`src/rtl/revaluate_controller.sv`:
```
// Top-level sequencer for the revaluate flow: reads each file, loads the state,
// runs NUM_ROUNDS permutation rounds, hands the result to the writer, then signals done.
module revaluate_controller #(
  parameter int unsigned NUM_FILES  = 4,
  parameter int unsigned NUM_ROUNDS = 24,
  parameter int unsigned IDX_W      = 10,
  parameter int unsigned RND_W      = 5
) (
  input  logic             clk,
  input  logic             rst,
  input  logic             start,
  input  logic             abort,
  input  logic             wr_ready,
  output logic             read_file,
  output logic [IDX_W-1:0] file_index,
  output logic             ld_state,
  output logic             round_en,
  output logic [RND_W-1:0] round_idx,
  output logic             write_file,
  output logic             busy,
  output logic             done
);

  typedef enum logic [2:0] {
    S_IDLE,
    S_READ,
    S_LOAD,
    S_ROUND,
    S_WRITE,
    S_NEXT,
    S_DONE
  } state_t;

  localparam logic [RND_W-1:0] LAST_RND  = RND_W'(NUM_ROUNDS - 1);
  localparam logic [IDX_W-1:0] LAST_FILE = IDX_W'(NUM_FILES - 1);

  state_t state, state_nx;
  logic   abort_run;

  assign abort_run = abort && (state != S_IDLE);

  always_ff @(posedge clk or negedge rst) begin
    if (!rst) begin
      state <= S_IDLE;
    end else begin
      state <= state_nx;
    end
  end

  always_comb begin
    state_nx = state;
    if (abort_run) begin
      state_nx = S_IDLE;
    end else begin
      case (state)
        S_IDLE:  if (start && !abort) state_nx = S_READ;
        S_READ:  state_nx = S_LOAD;
        S_LOAD:  state_nx = S_ROUND;
        S_ROUND: if (round_idx == LAST_RND) state_nx = S_WRITE;
        S_WRITE: if (wr_ready) state_nx = S_NEXT;
        S_NEXT:  state_nx = (file_index == LAST_FILE) ? S_DONE : S_READ;
        S_DONE:  state_nx = S_IDLE;
        default: state_nx = S_IDLE;
      endcase
    end
  end

  // Abort clears the round counter but deliberately keeps file_index for inspection.
  always_ff @(posedge clk or negedge rst) begin
    if (!rst) begin
      file_index <= '0;
      round_idx  <= '0;
    end else if (abort_run) begin
      round_idx <= '0;
    end else begin
      case (state)
        S_IDLE:  if (start && !abort) file_index <= '0;
        S_LOAD:  round_idx <= '0;
        S_ROUND: if (round_idx != LAST_RND) round_idx <= round_idx + RND_W'(1);
        S_NEXT:  if (file_index != LAST_FILE) file_index <= file_index + IDX_W'(1);
        default: ;
      endcase
    end
  end

  always_comb begin
    read_file  = 1'b0;
    ld_state   = 1'b0;
    round_en   = 1'b0;
    write_file = 1'b0;
    done       = 1'b0;
    busy       = (state != S_IDLE);
    case (state)
      S_READ:  read_file  = 1'b1;
      S_LOAD:  ld_state   = 1'b1;
      S_ROUND: round_en   = 1'b1;
      S_WRITE: write_file = 1'b1;
      S_DONE:  done       = 1'b1;
      default: ;
    endcase
  end

endmodule

```
`config.mk`:
```
export PLATFORM = sky130hd
export DESIGN_NAME = revaluate_controller
export DESIGN_NICKNAME = d
export VERILOG_FILES = /design/src/rtl/revaluate_controller.sv
export SDC_FILE = /design/constraint.sdc
export NUM_CORES = 1
export LEC_CHECK = 0
export ABC_CLOCK_PERIOD_IN_PS = 1930
export BUFFER_PORTS_ARGS = -buffer_cell sky130_fd_sc_hd__buf_2
export CORE_UTILIZATION = 35
export DETAILED_ROUTE_END_ITERATION = 16
export GPL_TIMING_DRIVEN = 1
export PLACE_DENSITY_LB_ADDON = 0.15
export SYNTH_ARGS = -nofsm -noshare
export SYNTH_HDL_FRONTEND = slang
export SYNTH_SLANG_ARGS = --single-unit
```
`constraint.sdc`:
```
create_clock -name clk -period 1.93 [get_ports clk]
set_input_delay 0.2895 -clock clk [delete_from_list [all_inputs] [get_ports clk]]
set_output_delay 0.2895 -clock clk [all_outputs]
set_load 0.01 [all_outputs]
```
* Yosys cells after proc, flatten, opt, wreduce, memory -nomap -nowiden *
Index checks and enable logic that the tools add are counted.

cells by class
  add/sub/neg operators = 2
  reduce and logical (&&, ||, !) cells = 10
  mux-type cells = 17
  equal/unequal tests = 16
  bitwise logic cells = 1

operators by type and width
  kind                                                                       count
  10-bit 2-to-1 mux                                                          2
  10-bit one-hot mux with 2 select lines                                     1
  3-bit one-hot mux with 6 select lines                                      1
  3-bit 2-to-1 mux                                                           5
  3-bit inequality test (second input constant)                              4
  10-bit by 1-bit adder with 10-bit output (second input constant)           1
  10-bit by 2-bit equality test with 1-bit output (second input constant)    1
  5-bit 2-to-1 mux                                                           2
  10-bit by 2-bit inequality test with 1-bit output (second input constant)  1
  5-bit one-hot mux with 2 select lines                                      1
  3-bit equality test (second input constant)                                3
  3-bit by 2-bit equality test with 1-bit output (second input constant)     2
  3-bit nonzero test                                                         2
  5-bit by 1-bit adder with 5-bit output (second input constant)             1
  5-bit equality test (second input constant)                                1
  1-bit 2-to-1 mux                                                           5
  5-bit inequality test (second input constant)                              1
  2-bit inequality test (second input constant)                              2
  4-bit AND reduction                                                        1
  3-bit by 1-bit equality test with 1-bit output (second input constant)     1
  3-bit zero test                                                            1
  3-bit AND reduction                                                        1
  1-bit logical AND                                                          2
  2-bit AND reduction                                                        1
  other kinds (3)                                                            3

word-level totals
  input port bits = 5
  output and inout bits = 21
  register bits = 18

* Logic depth before layout (Yosys ltp) *
  depth after elaboration = 5
  gate-level depth with buffers = 5

* Least setup slack after synthesis *
OpenSTA, ideal clock, no wires.

  path kind = register -> register
  from = register file_index[3]
  to = register file_index[2]
  stages on the path, launching flop included = 5
  path buffers = 0
  required time = 1800 ps
  library setup time = 130 ps
  slack = 248 ps
  data arrival time = 1552 ps
  period minus slack after synthesis = 1682 ps
  path through = dfrtp_1 -> or4_4 -> nor4_4 -> or4_1 -> a21oi_1

on the way
  word-level cells in the longest chain between the ends = 3

ends and longest elaborated chain
  item                                               line  text
  start, declared                                    15    output logic [IDX_W-1:0] file_index,
  start signal, assigned                             80    S_NEXT: if (file_index != LAST_FILE) file_index <= file_index + IDX_W'(1);
  10-bit by 2-bit inequality test with 1-bit output  80
  2-bit inequality test (no source line)             --
  4-bit AND reduction (no source line)               --

Every way passes these cells.
A chain may end at the register's enable or synchronous reset.

* Worst setup path in the final report *
  from = register state[0]
  to = output busy

on the way
  word-level cells in the longest chain between the ends = 1

ends and longest elaborated chain
  item                    line  text
  start, declared         37    state_t state, state_nx;
  start signal, assigned  46    state <= state_nx;
  3-bit nonzero test      92    busy = (state != S_IDLE);
  end, declared           20    output logic busy,

Every way passes these cells.

==> out/qor.txt <==
Final min period = 1.80 ns
Synth Warn # = 0
Syn-to-layout area delta = 22.4%
GR Overflow Total = 0
skew final = 0.00248 ns
I/O pin total = 26
FF+latch count, synth = 18
RSZ-0062 raised after global routing = no
crit end category = output pin
pin count of the biggest net entering global routing = 19
CTS H-tree lvls = 1
Final Hold Violating Endpoints = 0
Post-Syn Nets = 127
die area = 3410 um^2
setup slack after layout = 0.134 ns
drt pass-1 iters = 4
cell depth of the worst setup path = 3
pre-CTS setup slack = 0.211 ns
CP bufs+invs = 2
Min-Delay Path Depth = 2
Worst Max-Slew Pin Slew = 0.532 ns
Final period util = 93.1%
ys async rst share = 100%
diode count = 0
total number of vias = 1,026
area share of the largest cell type after synthesis = 40.5%
critical path launch point type = flip-flop
Slew Limit Headroom = 64.4%
slowest CP cell = dfrtp_1
Crit path largest cell delay = 0.50 ns
f_max = 0.557 GHz
layout cell share with drive strength beyond 1 = 29.1%
Syn Area/Cell = 9.27 um^2
first-pass GRT wire length = 4270 um
top post-synthesis cells by area = dfrtp_1, o21ai_0, nor2_1
Core ar. = 3030 um^2
synth cell count leaders = dfrtp_1, nor2_1, o21ai_0, nand2_1, nand3_1
most common cell in the netlist = dfrtp_1
# port buffers = 25
die width = 58.4 um
fin area = 1360 um^2
setup_tns = 0 ns
later-pin clock latency in the skew report = 0.29 ns
post-synth cell types = 45
GRT Overall Usage = 16.4%
setup violators final = 0
clock root cell = clkbuf_4
worst setup path category = flip-flop to output pin
Tot Pwr = 0.982 mW
R2R depth = 5
WL per Instance = 12.9 um
final slew viol count = 0
vias per inst = 5.26
Most used DFF post-synth = dfrtp_1
Initial Util = 36.7%
worst path required time = 1.64 ns
CTS Buf Count = 3
Max Cap Violations = 0
Placer Congestion = 0.749
Power Density = 721 nW/um^2
Clk pin slew, worst setup/hold paths = 0.11 ns
DPL Wire Length = 1850 um
Critical Path AT = 1.51 ns
cell count after synthesis = 120
synthesized cell area = 1110 um^2
hold_ws = 0.283 ns
crit path max fanout = 9
CTS tree = yes
initial detailed-routing violation count = 41
sequential area share after synthesis = 40.5%
post-route ant nets = 0
Die Y = 58.4 um
vias in the first global route = 892
dpl cell area = 1320 um^2
Post-synth EDFFs = 0
area leader, netlist = dfrtp_1
VDD IR max = 0.000407 V
total clock sinks = 18
num rows = 20
initial antenna violation count = 0
Final Net Count = 159
DRC viols = 0
CP cell instances = buf_4 -> or3_1 -> buf_2
Total Wirelength = 2520 um
clock buffer depth = 2
delay-heaviest family, CP = flip-flops
Hold Path Class = input port to flip-flop
LEAKAGE = 0.667 nW
run status = complete, no violations
-- layout make-up --
| type | instances | area, um^2 |
|---|---|---|
| Tap cell | 44 | 55.1 |
| Inverter | 2 | 7.51 |
| Multi-Input combinational cell | 95 | 632 |
| Fill cell | 304 | 1670 |
| Timing Repair Buffer | 32 | 180 |
| Sequential cell | 18 | 450 |
| Clock buffer | 4 | 36.3 |
-- where the power goes --
group          leakage, nW  total, mW  internal, mW  switching [mW]
Clock               0.0210      0.238         0.115           0.123
Combinational        0.397      0.285         0.128           0.157
Sequential           0.250      0.459         0.401          0.0580
Total                0.667      0.982         0.643           0.339
-- per-layer routing --
metal  global-route usage, %  share of wire (%)  vias up
met5                       0                  0        -
met4                    6.80               0.95        0
met3                    2.64                3.9        2
met2                    24.6                 44       24
met1                    23.5                 51      489
li1                        -                  -      511
-- logic make-up (layout without fill, tap and decap cells) --
logic type / count (synthesis) / count (layout) / share of synthesized area (%)
AND/OR/NAND/NOR: 54 / 54 / 30.0
AO/OA/AOI/OAI: 32 / 32 / 18.9
flip-flops: 18 / 18 / 40.5
buffers and inverters: 7 / 38 / 2.70
XOR/XNOR: 6 / 6 / 4.73
adder cells (fa/ha/maj): 2 / 2 / 2.25
multiplexers: 1 / 1 / 0.900
-- sequential cells by signal, summed over array words and instances, names as in the netlist --
| register | count |
|---|---|
| file_index | 10 |
| round_idx | 5 |
| state | 3 |
-- through the flow --
step	utilization, %	instances
after detailed placement	43.4	190
after CTS	45.0	195
after global routing	45.0	195
after floorplan	-	120
final	45.0	195
after global placement	43.4	190
-- layout by cell type, fill, tap and decap left out, types with 3 or more instances in the layout --
cell type / netlist / final
nand2_1: 8 / 8
nor2_1: 11 / 11
xnor2_1: 3 / 3
and2_1: 4 / 4
clkbuf_4: 0 / 3
a21oi_1: 5 / 5
xor2_1: 3 / 3
o211ai_1: 3 / 3
or3_1: 4 / 4
buf_4: 0 / 6
dfrtp_1: 18 / 18
buf_2: 3 / 25
o21ai_0: 10 / 10
nand3_1: 6 / 6
-- path summary, 6_finish.rpt --
path / from / to / slack [ns]
setup / recovery: state[0] / busy / 0.13
hold / removal: abort / round_idx[1] / 0.28
setup reg to reg: file_index[0] / file_index[2] / 0.20
hold reg to reg: file_index[0] / file_index[0] / 0.55
max in group asynchronous: rst / file_index[0] / 1.19
min in group asynchronous: rst / file_index[6] / 0.45
-- timing repair --
| item | in CTS | in global routing |
|---|---|---|
| hold endpoints to repair | 18 | 0 |
| setup buffers | 0 | 0 |
| hold buffers | 1 | 0 |
| resized for setup | 0 | 0 |
Note: power is estimated with default switching activity, not from simulation.
